File: src/rtl/boot_ctrl.sv
// boot_ctrl: streams a program into instruction memory, releases the core and supervises its run.
// Optional run-cycle watchdog enabled by defining BOOT_CTRL_TIMEOUT_EN.
module boot_ctrl #(
  parameter int unsigned D       = 10,
  parameter int unsigned W       = 9,
  parameter logic [15:0] TIMEOUT = 16'd4096
) (
  input  logic         clk,
  input  logic         reset,
  input  logic         restart,
  input  logic         ld_valid,
  output logic         ld_ready,
  input  logic [W-1:0] ld_data,
  input  logic         ld_last,
  output logic         im_wr_en,
  output logic [D-1:0] im_addr,
  output logic [W-1:0] im_wr_data,
  output logic         core_reset,
  input  logic         core_done,
  output logic [D:0]   words_loaded,
  output logic [15:0]  cycle_cnt,
  output logic         run_ok,
  output logic         run_timeout
);

  localparam logic [D:0] DEPTH    = {1'b1, {D{1'b0}}};
  localparam logic [D:0] LAST_IDX = DEPTH - (D+1)'(1);
`ifdef BOOT_CTRL_TIMEOUT_EN
  localparam bit TIMEOUT_EN = 1'b1;
`else
  localparam bit TIMEOUT_EN = 1'b0;
`endif

  typedef enum logic [2:0] {S_LOAD, S_RELEASE, S_RUN, S_DONE, S_TOUT} state_e;

  state_e       state_q, state_d;
  logic         ready_q, ready_d;
  logic         wr_en_q, wr_en_d;
  logic [D-1:0] addr_q, addr_d;
  logic [W-1:0] data_q, data_d;
  logic         core_rst_q, core_rst_d;
  logic [D:0]   words_q, words_d;
  logic [15:0]  cycle_q, cycle_d;
  logic         ok_q, ok_d;
  logic         tout_q, tout_d;
  logic         accept_c;
  logic [15:0]  cycle_inc_c;

  assign accept_c    = ld_valid && ready_q;
  assign cycle_inc_c = (cycle_q == 16'hFFFF) ? cycle_q : cycle_q + 16'd1;

  // Next state; ready and core reset are registered from the next state so they track it exactly
  always_comb begin
    state_d = state_q;
    wr_en_d = 1'b0;
    addr_d  = addr_q;
    data_d  = data_q;
    words_d = words_q;
    cycle_d = cycle_q;
    ok_d    = ok_q;
    tout_d  = tout_q;
    unique case (state_q)
      S_LOAD: begin
        if (accept_c) begin
          wr_en_d = 1'b1;
          addr_d  = words_q[D-1:0];
          data_d  = ld_data;
          words_d = words_q + (D+1)'(1);
          if (ld_last || (words_q == LAST_IDX)) state_d = S_RELEASE;
        end
      end
      S_RELEASE: state_d = S_RUN;
      S_RUN: begin
        cycle_d = cycle_inc_c;
        // core_done takes priority over the watchdog limit
        if (core_done) begin
          state_d = S_DONE;
          ok_d    = 1'b1;
        end else if (TIMEOUT_EN && (cycle_inc_c >= TIMEOUT)) begin
          state_d = S_TOUT;
          tout_d  = 1'b1;
        end
      end
      S_DONE, S_TOUT: begin
        if (restart) begin
          state_d = S_LOAD;
          words_d = '0;
          cycle_d = '0;
          ok_d    = 1'b0;
          tout_d  = 1'b0;
        end
      end
      default: state_d = S_LOAD;
    endcase
    ready_d    = (state_d == S_LOAD) && (words_d < DEPTH);
    core_rst_d = (state_d != S_RUN);
  end

  always_ff @(posedge clk or posedge reset) begin
    if (reset) begin
      state_q    <= S_LOAD;
      ready_q    <= 1'b1;
      wr_en_q    <= 1'b0;
      addr_q     <= '0;
      data_q     <= '0;
      core_rst_q <= 1'b1;
      words_q    <= '0;
      cycle_q    <= '0;
      ok_q       <= 1'b0;
      tout_q     <= 1'b0;
    end else begin
      state_q    <= state_d;
      ready_q    <= ready_d;
      wr_en_q    <= wr_en_d;
      addr_q     <= addr_d;
      data_q     <= data_d;
      core_rst_q <= core_rst_d;
      words_q    <= words_d;
      cycle_q    <= cycle_d;
      ok_q       <= ok_d;
      tout_q     <= tout_d;
    end
  end

  assign ld_ready     = ready_q;
  assign im_wr_en     = wr_en_q;
  assign im_addr      = addr_q;
  assign im_wr_data   = data_q;
  assign core_reset   = core_rst_q;
  assign words_loaded = words_q;
  assign cycle_cnt    = cycle_q;
  assign run_ok       = ok_q;
  assign run_timeout  = TIMEOUT_EN ? tout_q : 1'b0;

endmodule

File: config.mk
export PLATFORM = sky130hd
export DESIGN_NAME = boot_ctrl
export DESIGN_NICKNAME = d
export VERILOG_FILES = /design/src/rtl/boot_ctrl.sv
export SDC_FILE = /design/constraint.sdc
export NUM_CORES = 1
export LEC_CHECK = 0
export CAP_MARGIN = 20
export CORE_MARGIN = 8
export CORE_UTILIZATION = 45
export CTS_CLUSTER_DIAMETER = 40
export DETAILED_ROUTE_END_ITERATION = 8
export HOLD_SLACK_MARGIN = 0.05
export PLACE_DENSITY = 0.77
export SYNTH_ARGS = -nofsm -noshare
export SYNTH_HDL_FRONTEND = slang
export SYNTH_SLANG_ARGS = --single-unit
File: constraint.sdc
create_clock -name clk -period 2.44 [get_ports clk]
set_clock_uncertainty 0.15 [all_clocks]
set_input_delay 0.366 -clock clk [delete_from_list [all_inputs] [get_ports clk]]
set_output_delay 0.366 -clock clk [all_outputs]
set_load 0.05 [all_outputs]
==> results.cfg <==
[placement]
place.gp.congestion = 0.842
post-place-ws_ps = 342
io_buffers = 64
hpwl_um = 4910

[timing]
final_critical_path_setup_slack_ps = 226
finalSetupViolCount = 0
rsz0062_at_grt = no
slew_headroom_pct = 63.9
fmax_mhz = 452
worstMarginPinSlew_ps = 537
fin_crit_sh_pct = 90.8
maxSlewViolCount = 0
finalCriticalPeriod_ps = 2210
fin_tns_setup_ps = 0
hold_violations = 0

[synth]
synth_ff_type = dfrtp_1
yosys.area_share.simple_pct = 29.4
yosysMostFrequentCell = nand2_1
synth_top_cell_area_share_pct = 47.8
ys_seq_area_share_pct = 49.7
yosys.area.top_type = dfrtp_1
yosys-top-cells-area = dfrtp_1, nand2_1, mux2i_1, a21oi_1, dfstp_2
syn_area_per_cell_um2 = 9.41
ys_top_cells_by_count = nand2_1, dfrtp_1, a21oi_1, nand3_1, o21ai_0
synthArstFlopShare_pct = 100
synthMuxAreaShare_pct = 2.62
synth-seq-cells = 53
synth_compound_area_share_pct = 12.8
synthCells = 284
syn-num-nets = 301
ys_warn_count = 0
syn_area_mm2 = 0.00267
yosysUniqueCellTypes = 54
synth_edf_count = 0
synthXorXnorAreaFrac_pct = 0.656
synth_fa_ha_area_share_pct = 0.937
synth_top_family_by_area = simple AND/OR/NAND/NOR gates

[layout]
drive_above_1_share_pct = 8.29
nNetsFinal = 366
n_antenna_cell = 0
area_growth_pct = 30.7
finish.utilization_pct = 60.0
fillers = 528

[power_and_ir_drop]
vdd_ir_drop_max_uv = 618
power_density_mw_per_mm2 = 954
cellLeakagePower_uw = 0.00149

[worst_setup_path]
cp-startpoint = ld_ready$_DFF_PP1_
crit_buf_inv = 1
path_depth = 1
path_max_fanout = 3
end_kind = output pin
reg2reg_depth = 4
rr_startpoint = state_q[1]$_DFF_PP0_
slowest_delay_ps = 810
cpLargestDelayFamily = buffers and inverters
cp_cell_sequence = clkdlybuf4s50_1
cpMaxStageDelayCell = clkdlybuf4s50_1
cp-start-kind = register
endpoint = ld_ready
r2r_slack_ps = 370
crit_type = register to output pin
arrival_ps = 1700
worstPathRequired_ps = 1920
worst_r2r_endpoint = cycle_cnt[7]$_DFFE_PP0P_

[grt]
grt-ovfl-total = 0
grt_pass1_vias = 2302
grt_max_degree = 54
grt_first_pass_wirelength_um = 11400
antenna_found_initial = 0
grt_usage_pct = 16.1

[floorplanning]
dieArea_mm2 = 0.00866
rows = 28
die_w_um = 93.0
io_pins = 66
start_util_pct = 45.9
coreArea_mm2 = 0.00582
fp.dieH_um = 93.0

[clock_network]
cts_tree = yes
clk_transition_reported_paths_ps = 100
worstSkewPairLatency_ps = 310
ctsRootBufferMaster = clkbuf_8
numCtsBuffers = 5
h-tree-depth = 2
cts_setup_buffers = 0
cts_buffer_depth = 2
cts_sinks = 53
cts_hold_buf = 0
post_cts_resized = 0

[outcome]
status = completed

[route]
firstDrtPassIters = 4
final_antenna_net_count = 0
avgViaCountPerCell = 5.60
wire_per_inst_um = 15.8
vias = 2382
routed_wl_um = 6730
first_iter_violations = 182
drt_drc_violations_left = 0

[flow_run]
drv_cap = 0

[hold_path]
hold_path.class = input port to async pin
[cell usage in the layout, fill, tap and decap left out, types with 3 or more instances in the layout]
cell type and count:
nor3_1 5, and4_1 4, dfrtp_1 51, clkbuf_8 5
a21oi_1 11, o21a_1 3, nor2b_1 4, o21ai_0 9
clkdlybuf4s50_1 64, or4_1 6, nor4_1 8, nand2_1 78
mux2i_1 7, buf_4 7, nand4b_1 3, nand3_1 10
nand4_1 7, nand2b_1 5, o211ai_1 3, inv_1 6
nor2_1 5, o31ai_1 6
[through the flow]
step | std cells | instance area, um2 | total power, uW | hold slack [ps]
finish | 425 | 3490 | 3330 | 270
global route | 425 | 3490 | 3520 | 285
CTS | 425 | 3490 | 3370 | 275
detailed placement | 417 | 3410 | 2870 | 313
global placement | 417 | 3410 | 2830 | 309
floorplan | 284 | 2670 | 2340 | 321
[final cells by class]
cell class | count | area [um2] | share of cell area [%]
multi-input combinational | 210 | 1240 | 35.6
timing repair buffer | 72 | 713 | 20.4
clock inverter | 3 | 17.5 | 0.502
sequential | 53 | 1330 | 38.1
tap | 75 | 93.8 | 2.69
clock buffer | 5 | 68.8 | 1.97
inverter | 7 | 26.3 | 0.752
[sequential cells by signal, indices dropped and copies added, names as in the netlist]
register / flops
ld_ready: 1
core_reset: 1
im_addr: 10
cycle_cnt: 16
run_ok: 1
im_wr_data: 9
im_wr_en: 1
words_loaded: 11
state_q: 3
[report_power, final]
group          total [uW]  switching [uW]  leakage [uW]  internal [uW]
registers            1280             202      0.000710           1070
logic                1560            1020      0.000735            542
clock network         493             294     0.0000439            199
[tightest hold or removal path: cells and delay by family]
family,cells,cell delay [ps]
buffers and inverters,3,760
[per-layer routing]
metal / track usage, % / share of wire (%) / vias to the layer above
met4: 5.91 / 1.5 / 0
met5: 0 / 0 / -
met2: 26.9 / 50 / 78
li1: - / - / 1154
met3: 3.69 / 5.8 / 8
met1: 19.8 / 43 / 1142
[cell families (layout without fill, tap and decap cells)]
group           Yosys count  after routing
buf+inv                  21             87
flops                    53             53
mux                       7              7
fa+ha+maj                 2              2
simple gates            148            148
other cells               1              1
compound gates           50             50
xor+xnor                  2              2
[worst min path at each step]
stage,slack [ps],from,end
after floorplan,320,ld_data[0],im_wr_data[0]$_DFFE_PP0P_
after global placement,310,im_wr_data[4]$_DFFE_PP0P_,im_wr_data[4]$_DFFE_PP0P_
after detailed placement,310,im_wr_data[8]$_DFFE_PP0P_,im_wr_data[8]$_DFFE_PP0P_
after CTS,280,reset,im_addr[4]$_DFFE_PP0P_
after global routing,290,reset,im_wr_data[2]$_DFFE_PP0P_
final,270,reset,im_wr_data[2]$_DFFE_PP0P_
Note: power is estimated with default switching activity, not from simulation.
